### config.mk
export PLATFORM = sky130hd
export DESIGN_NAME = mem_access_ctrl
export DESIGN_NICKNAME = d
export VERILOG_FILES = /design/src/rtl/mem_access_ctrl.sv
export SDC_FILE = /design/constraint.sdc
export NUM_CORES = 1
export LEC_CHECK = 0
export CAP_MARGIN = 20
export CELL_PAD_IN_SITES_DETAIL_PLACEMENT = 0
export CELL_PAD_IN_SITES_GLOBAL_PLACEMENT = 1
export CORE_MARGIN = 1
export CORE_UTILIZATION = 31
export CTS_CLUSTER_SIZE = 25
export DETAILED_ROUTE_END_ITERATION = 16
export GPL_TIMING_DRIVEN = 0
export PLACE_DENSITY_LB_ADDON = 0.25
export SLEW_MARGIN = 10
export SYNTH_ARGS = -nofsm -noshare
export SYNTH_HDL_FRONTEND = slang
export SYNTH_SLANG_ARGS = --single-unit
export TNS_END_PERCENT = 30
### constraint.sdc
create_clock -name clk -period 4.48 [get_ports clk]
set_input_delay 0.896 -clock clk [delete_from_list [all_inputs] [get_ports clk]]
set_output_delay 0.896 -clock clk [all_outputs]
set_load 0.05 [all_outputs]
### src/rtl/mem_access_ctrl.sv
// Memory-access sequencer: decodes LD/ST on a rising t2 and runs address setup, a strobe held until mem_rdy, then recovery.
// Best case 3 busy cycles; the strobe stays low for max(MIN_WAIT, mem_rdy wait) capped at TIMEOUT; busy stalls the timing generator.
module mem_access_ctrl #(
  parameter int         IR_W     = 16,
  parameter int         ADDR_W   = 16,
  parameter int         DATA_W   = 8,
  parameter logic [3:0] LD_OP    = 4'b0110,
  parameter logic [3:0] ST_OP    = 4'b0111,
  parameter int         MIN_WAIT = 1,
  parameter int         TIMEOUT  = 15
) (
  input  logic              clk,
  input  logic              rst,
  input  logic              t2,
  input  logic [IR_W-1:0]   ir,
  input  logic [ADDR_W-1:0] addr_in,
  input  logic [DATA_W-1:0] wdata,
  input  logic              mem_rdy,
  input  logic [DATA_W-1:0] mem_din,
  output logic [ADDR_W-1:0] mem_addr,
  output logic [DATA_W-1:0] mem_dout,
  output logic              dout_en,
  output logic              nDRD,
  output logic              nDWR,
  output logic [DATA_W-1:0] rdata,
  output logic              busy,
  output logic              done,
  output logic              err
);

  localparam int CNT_W  = $clog2(TIMEOUT + 1);
  localparam int CNT_W1 = CNT_W + 1;
  // Thresholds expressed as strobe-low cycles, compared against cnt+1.
  localparam logic [CNT_W:0] MIN_LOW  = CNT_W1'(MIN_WAIT);
  localparam logic [CNT_W:0] MAX_LOW  = CNT_W1'(TIMEOUT);

  typedef enum logic [1:0] {
    IDLE    = 2'd0,
    SETUP   = 2'd1,
    ACCESS  = 2'd2,
    RECOVER = 2'd3
  } state_t;

  state_t state;
  state_t nextState;

  logic             t2Q;
  logic             start;
  logic [3:0]       opcode;
  logic             isLd;
  logic             isSt;
  logic             isMemOp;
  logic             opLoad;
  logic [CNT_W-1:0] cnt;
  logic [CNT_W:0]   cntPlusOne;
  logic             accessExit;
  logic             accessTimeout;
  logic             unusedIrBits;

  logic              opLoadNxt;
  logic [CNT_W-1:0]  cntNxt;
  logic [ADDR_W-1:0] memAddrNxt;
  logic [DATA_W-1:0] memDoutNxt;
  logic [DATA_W-1:0] rdataNxt;
  logic              doutEnNxt;
  logic              nDRDNxt;
  logic              nDWRNxt;
  logic              busyNxt;
  logic              doneNxt;
  logic              errNxt;

  assign start   = t2 & ~t2Q;
  assign opcode  = ir[IR_W-1 -: 4];
  assign isLd    = (opcode == LD_OP);
  assign isSt    = (opcode == ST_OP);
  assign isMemOp = isLd | isSt;

  // Operand bits of the instruction are decoded by the datapath, not here.
  assign unusedIrBits = ^ir[IR_W-5:0];

  assign cntPlusOne    = {1'b0, cnt} + 1'b1;
  assign accessExit    = mem_rdy && (cntPlusOne >= MIN_LOW);
  assign accessTimeout = !accessExit && (cntPlusOne == MAX_LOW);

  always_ff @(posedge clk) begin
    if (rst) begin
      state <= IDLE;
      t2Q   <= 1'b0;
    end else begin
      state <= nextState;
      t2Q   <= t2;
    end
  end

  always_comb begin
    nextState = state;
    case (state)
      IDLE:    if (start && isMemOp) nextState = SETUP;
      SETUP:   nextState = ACCESS;
      ACCESS:  if (accessExit || accessTimeout) nextState = RECOVER;
      RECOVER: nextState = IDLE;
      default: nextState = IDLE;
    endcase
  end

  // Next values for the output flops; strobes and pulses default inactive.
  always_comb begin
    opLoadNxt  = opLoad;
    cntNxt     = cnt;
    memAddrNxt = mem_addr;
    memDoutNxt = mem_dout;
    rdataNxt   = rdata;
    errNxt     = err;
    doutEnNxt  = 1'b0;
    nDRDNxt    = 1'b1;
    nDWRNxt    = 1'b1;
    busyNxt    = 1'b0;
    doneNxt    = 1'b0;
    case (state)
      IDLE: begin
        if (start && isMemOp) begin
          opLoadNxt  = isLd;
          memAddrNxt = addr_in;
          memDoutNxt = wdata;
          busyNxt    = 1'b1;
          doutEnNxt  = ~isLd;
        end
      end
      SETUP: begin
        busyNxt   = 1'b1;
        cntNxt    = '0;
        nDRDNxt   = ~opLoad;
        nDWRNxt   = opLoad;
        doutEnNxt = ~opLoad;
      end
      ACCESS: begin
        busyNxt = 1'b1;
        if (accessExit) begin
          doneNxt = 1'b1;
          errNxt  = 1'b0;
          if (opLoad) rdataNxt = mem_din;
        end else if (accessTimeout) begin
          doneNxt = 1'b1;
          errNxt  = 1'b1;
        end else begin
          cntNxt    = cnt + 1'b1;
          nDRDNxt   = ~opLoad;
          nDWRNxt   = opLoad;
          doutEnNxt = ~opLoad;
        end
      end
      RECOVER: begin
      end
      default: begin
      end
    endcase
  end

  always_ff @(posedge clk) begin
    if (rst) begin
      opLoad   <= 1'b0;
      cnt      <= '0;
      mem_addr <= '0;
      mem_dout <= '0;
      rdata    <= '0;
      err      <= 1'b0;
      dout_en  <= 1'b0;
      nDRD     <= 1'b1;
      nDWR     <= 1'b1;
      busy     <= 1'b0;
      done     <= 1'b0;
    end else begin
      opLoad   <= opLoadNxt;
      cnt      <= cntNxt;
      mem_addr <= memAddrNxt;
      mem_dout <= memDoutNxt;
      rdata    <= rdataNxt;
      err      <= errNxt;
      dout_en  <= doutEnNxt;
      nDRD     <= nDRDNxt;
      nDWR     <= nDWRNxt;
      busy     <= busyNxt;
      done     <= doneNxt;
    end
  end

endmodule
==> flow_summary_export.csv <==
group,metric,value,unit
status,run_status,"finished, violations left",
status,violated_checks,"design-rule violations",
pwr,power_leakage,1.051,nW
placed_design,port_buffers,76,
clock_network,clock_path_buffers,2,
placed_design,placement.setup.worst_slack,1630,ps
pwr,power.density,349.0,nW/um^2
die,coreArea,5886,um^2
detailed_routing,route.detailed.vias_per_inst,4.541,
global_route,grt_start_max_net_pins,17,
clock_network,number_of_clock_sinks,46,
clock_network,cts_tree,"built",
synthesis,synthesis.instances,218,
clock_network,cts.clk_slew.worst_paths,90,ps
finish,syn_to_final_growth,50.17,%
flow_run,cap_viol_max_count,0,
synthesis,yosysUniqueCellTypes,36,
finish,fin_area,2835,um^2
pwr,irDropWorstVdd,0.1913,mV
sta,minimum_clock_period,2534,ps
placed_design,dp_hpwl,3289,um
synthesis,fraction_of_the_yosys_area_taken_by_sequential_cells,48.77,%
finish,final_layout_size_suffix_gt1_share,6.623,%
pwr,p_total,989.6,uW
min_path,hold_path_class,"flop to flop",
setup_path,cp_data_arrival_time,2760,ps
clock_network,post-cts-setup-buffers,0,
die,die_x,80.04,um
clock_network,cts_resized,0,
placed_design,gpl.final_weighted_congestion,0.7918,
synthesis,yosys_warnings,0,
sta,fin_skew,11.01,ps
detailed_routing,via_count,1712,
placed_design,detailed_place.area,2743,um^2
die,floorplan_die_height,80.04,um
detailed_routing,drt-initial-drc-count,54,
die,rows,28,
detailed_routing,drc,1,
synthesis,synth.ff_latch_count,46,
setup_path,cp-end-kind,"flop",
detailed_routing,detailedRoute.firstPassIterationCount,10,
detailed_routing,antenna_left,0,
sta,post-route-period-util,56.56,%
sta,layout_setup_ws,1946,ps
sta,setup_violations,0,
synthesis,syn_nets,278,
finish,n_antenna_cell,0,
sta,report.final.slew_viol_count,0,
die,ios,90,
sta,rsz0062_at_grt,"no",
sta,timing.setup.tns,0,ps
finish,layout.nets,361,
setup_path,worst-endpoint-required,4710,ps
sta,worst_slew_pin_slew,795.8,ps
finish,layout.core_utilization,48.17,%
global_route,antenna_found_initial,0,
sta,slew_headroom,46.38,%
detailed_routing,routed_wire_length_per_instance,12.22,um
global_route,track_usage,15.53,%
clock_network,h-tree-depth,2,
sta,timing.final.hold_violations,0,
setup_path,critPathKind,"primary input to flop",
sta,max_freq,0.3947,GHz
setup_path,critical_path.max_fanout,10,
synthesis,synthesis.area,1888,um^2
clock_network,cts-hold-fix-buffers,0,
global_route,grt_first_pass_wirelength,7527,um
global_route,number_of_global_route_vias_before_repair,1636,
global_route,overflow,0,
die,design.die.area,6406,um^2
detailed_routing,final_routed_wirelength_across_all_metal_layers,4608,um
clock_network,clock_insertion_delay_worst_skew,300,ps
clock_network,numCtsBuffers,5,
die,floorplan.initialDensity,32.08,%
synthesis,synth.avg_cell_area,8.661,um^2
setup_path,startpoint_type,"primary input",
clock_network,cts_root_buffer,"clkbuf_8",
==> worst paths after layout <==
path,endpoint,slack (ps),cells after the start,startpoint
worst min-delay path,mem_dout[7],460,2,mem_dout[7]
worst max register to register,cnt[0],2250,5,cnt[1]
worst min register to register,mem_dout[7],460,2,mem_dout[7]
worst max-delay path,mem_dout[4],1950,8,ir[14]
==> placed cells by master, fill, tap and decap left out, types with 2 or more instances in the layout <==
cell,instances
a211oi_1,2
nand2b_1,2
clkdlybuf4s50_1,76
nand4_1,2
a221oi_1,2
buf_2,3
o21ai_0,4
clkbuf_1,7
clkbuf_8,5
mux2i_1,10
a31oi_1,3
clkinvlp_4,2
buf_1,2
a21oi_1,29
inv_1,7
nand2_1,53
nor2_1,15
ha_1,8
nand3_1,3
dfxtp_1,46
nand3b_1,2
==> power breakdown <==
| part | leakage (nW) | internal (mW) | switching [mW] | total [mW] |
|---|---|---|---|---|
| clock | 0.0408 | 0.112 | 0.152 | 0.263 |
| combinational | 0.638 | 0.108 | 0.166 | 0.274 |
| sequential | 0.372 | 0.438 | 0.0141 | 0.452 |
| total | 1.05 | 0.658 | 0.332 | 0.990 |
==> per-stage QoR <==
stage | std cells | hold slack (ps)
global route | 377 | 473.9
finish | 377 | 458.1
global placement | 369 | 441.2
floorplan | 218 | 439.6
CTS | 377 | 460.6
detailed placement | 369 | 446.3
==> registers in the layout, indices dropped and copies added, names as in the netlist, 2 cells and up <==
name,flops
mem_addr,16
mem_dout,8
rdata,8
cnt,4
state,2
==> area by class of cell <==
type / count / area (um^2)
fill: 588 / 3050
sequential: 46 / 920.9
multi-input combinational: 152 / 888.4
timing repair buffer: 76 / 760.7
tap: 75 / 93.84
clock buffer: 5 / 68.82
buffer: 12 / 48.80
inverter: 8 / 30.03
clock inverter: 3 / 23.77
==> logic make-up after synthesis <==
kind of cell | synth area share, %
AOI/OAI and AO/OA | 15.18
and+or+nand+nor | 20.21
xor gates and xnor gates | 0.4640
DFF | 48.77
adders and majority gates | 5.302
buffers and inverters | 4.175
muxes | 5.898
==> synth_stat cells, drive strengths merged <==
cell type	instances	share of area (%)
a2111oi	1	0.79
a211o	1	0.53
a211oi	2	0.79
a21oi	29	7.7
a221oi	2	0.93
a31o	1	0.46
a31oi	3	0.99
and2	2	0.73
buf	5	1.2
clkbuf	7	1.4
dfxtp	46	49
ha	8	5.3
inv	8	1.6
mux2	1	0.60
mux2i	10	5.3
nand2	53	11
nand2b	2	0.66
nand3	4	1.3
nand3b	2	0.79
nand4	2	0.66
nand4b	1	0.46
nor2	15	3.0
nor2b	1	0.33
nor3	1	0.26
nor3b	1	0.40
o21ai	4	1.1
o311ai	1	0.46
o41ai	1	1.5
or2	2	0.66
or4	1	0.40
xor2	1	0.46
==> layer usage <==
metal	routed length [um]	share of wire (%)	vias to the layer above	track usage, %
met5	0	0	-	0
met4	31	0.67	0	7.857
met3	182	3.9	2	3.657
met2	2155	47	35	24.44
met1	2239	49	776	19.69
li1	-	-	899	-
==> worst max-delay path: stages <==
cell and delay, ps:
clkdlybuf4s50_1 440, nor3b_1 240, nand3_1 130, nor2_1 150
buf_2 240, buf_1 390, nand2_1 110, a21oi_1 140
Note: power is estimated with default switching activity, not from simulation.
==> variant, RTL diff (same settings) <==
The 4 states of `state_t` get a one-hot encoding in 4 bits.
--- a/src/rtl/mem_access_ctrl.sv
+++ b/src/rtl/mem_access_ctrl.sv
@@ -36,7 +36,7 @@
 
-  typedef enum logic [1:0] {
-    IDLE    = 2'd0,
-    SETUP   = 2'd1,
-    ACCESS  = 2'd2,
-    RECOVER = 2'd3
+  typedef enum logic [3:0] {
+    IDLE    = 4'b0001,
+    SETUP   = 4'b0010,
+    ACCESS  = 4'b0100,
+    RECOVER = 4'b1000
   } state_t;
Function: same outputs for any inputs over 10 cycles, from zero or initial values and one cycle with rst high; not proved beyond that.
==> variant against the unedited design <==
  * Sequential cell count up 2
  * Cell area rose by 1.8%
  * Wire length shrank 7.4%
  * Clock skew down 0.0024 ns
  * Critical path depth fell by 1
  * Synthesized cell count decreased by 13%
  * Worst setup slack better by 0.15 ns
  * Synthesized area grew 2.5%
Power is not compared: it rests on default switching activity, and its combinational part moved more than twofold at a synthesized area within 25%.
==> variant: results (changes against the unedited design) <==
- Result of the run: complete, no violations
- Worst slack on hold paths: 0.497 ns (+0.0391 ns)
- PnR Total Power: 783 uW
- Post-synthesis compound-gate area fraction: 10.5% (-4.7 points)
- Nets: 328 (-9.1%)
- Detailed route wirelength on metal3: 267 um (+47%)
- Post-cts repair resize count: 0 (unchanged)
- Post-placement cell count: 341 (-7.6%)
- Sum of met2 wire segment lengths after detailed routing: 1930 um (-11%)
- Met1 wire length: 2030 um (-9.3%)
- Top post-synthesis cells by area: sky130_fd_sc_hd__dfxtp_1 (50%), sky130_fd_sc_hd__mux2i_1 (17%), sky130_fd_sc_hd__nor2_1 (7.4%)
- Routability congestion estimate: 0.713 (-10%)
- Count of cell types in the netlist: 35 (-2.8%)
- Final wirelength: 4270 um (-7.4%)
- FFs & Latches: 48 (+4.3%)
- Number of global-route vias before repair: 1431 (-13%)
- GRT met3 Usage: 4.49% (+0.84 points)
- Number of buffers outside the clock class in the layout: 85 (-3.4%)
- Xor/xnor share of the synthesized area: 0.906% (+0.44 points)
- Vias per std cell: 4.63 (+1.9%)
- Fraction of met1 tracks used by global routing: 18.0% (-1.7 points)
- Met2 demand-to-capacity share in global routing: 20.0% (-4.4 points)
- Signal arrival time at the worst endpoint: 2.55 ns (-0.21 ns)
- Total placed instance area: 0.00279 sq mm (+1.7%)
- Nets in the synthesized netlist: 245 (-12%)
- Overall fraction of global-route tracks in use: 13.4% (-2.1 points)
- Synthesis-to-finish area growth: 49.2%
- Routed len/inst: 12.2 um (about the same)
- Most instantiated cells after synthesis: sky130_fd_sc_hd__dfxtp_1 (48), sky130_fd_sc_hd__nor2_1 (38), sky130_fd_sc_hd__mux2i_1 (33)
- Number of fill cells in the layout: 605 (+2.9%)
- 1st-iter DRT viols: 49 (-9.3%)
- Adder-cell area share of the yosys netlist: 1.94% (-3.4 points)
- First-pass iteration count of the detailed router: 4 (-6)
- Post-synthesis cell count: 190 (-13%)
- Multi-input gates: 129 (-15%)
- Layout clock area frac: 3.34% (+0.073 points)
- Fraction of standard cell area in multi-input logic: 31.4% (+0.064 points)
- Transition time at the pin with the least slew margin: 0.602 ns (-0.194 ns)
- Part of the Yosys area used for sequential elements: 49.7% (+0.90 points)
- Delay contributed by the slowest stage of the critical path: 0.48 ns (+0.04 ns)
- Maximum number of pins on one net before global-route repair: 16 (-1)
- Clock buf count: 6 (+1)
[variant: cell count changes after synthesis, moves of 3 or more]
cell                       change
sky130_fd_sc_hd__o211ai_1      +3
sky130_fd_sc_hd__a21oi_1      -26
sky130_fd_sc_hd__mux2i_1      +23
sky130_fd_sc_hd__nand2_1      -45
sky130_fd_sc_hd__ha_1          -5
sky130_fd_sc_hd__buf_2         -3
sky130_fd_sc_hd__nor3b_1       +3
sky130_fd_sc_hd__nor2_1       +23
sky130_fd_sc_hd__o31ai_1       +3
sky130_fd_sc_hd__nor2b_1       +3
sky130_fd_sc_hd__o21ai_1       +3
sky130_fd_sc_hd__inv_1         -5
[variant: worst paths after layout]
path                       start                       end  depth (start not counted)
max                           t2  mem_addr[0]$_SDFFE_PP0P_                          7
max reg2reg  cnt[0]$_SDFFE_PP0P_       cnt[2]$_SDFFE_PP0P_                          6
min reg2reg  opLoad$_SDFFE_PP0P_           nDRD$_SDFF_PP1_                          1
min          opLoad$_SDFFE_PP0P_           nDRD$_SDFF_PP1_                          1
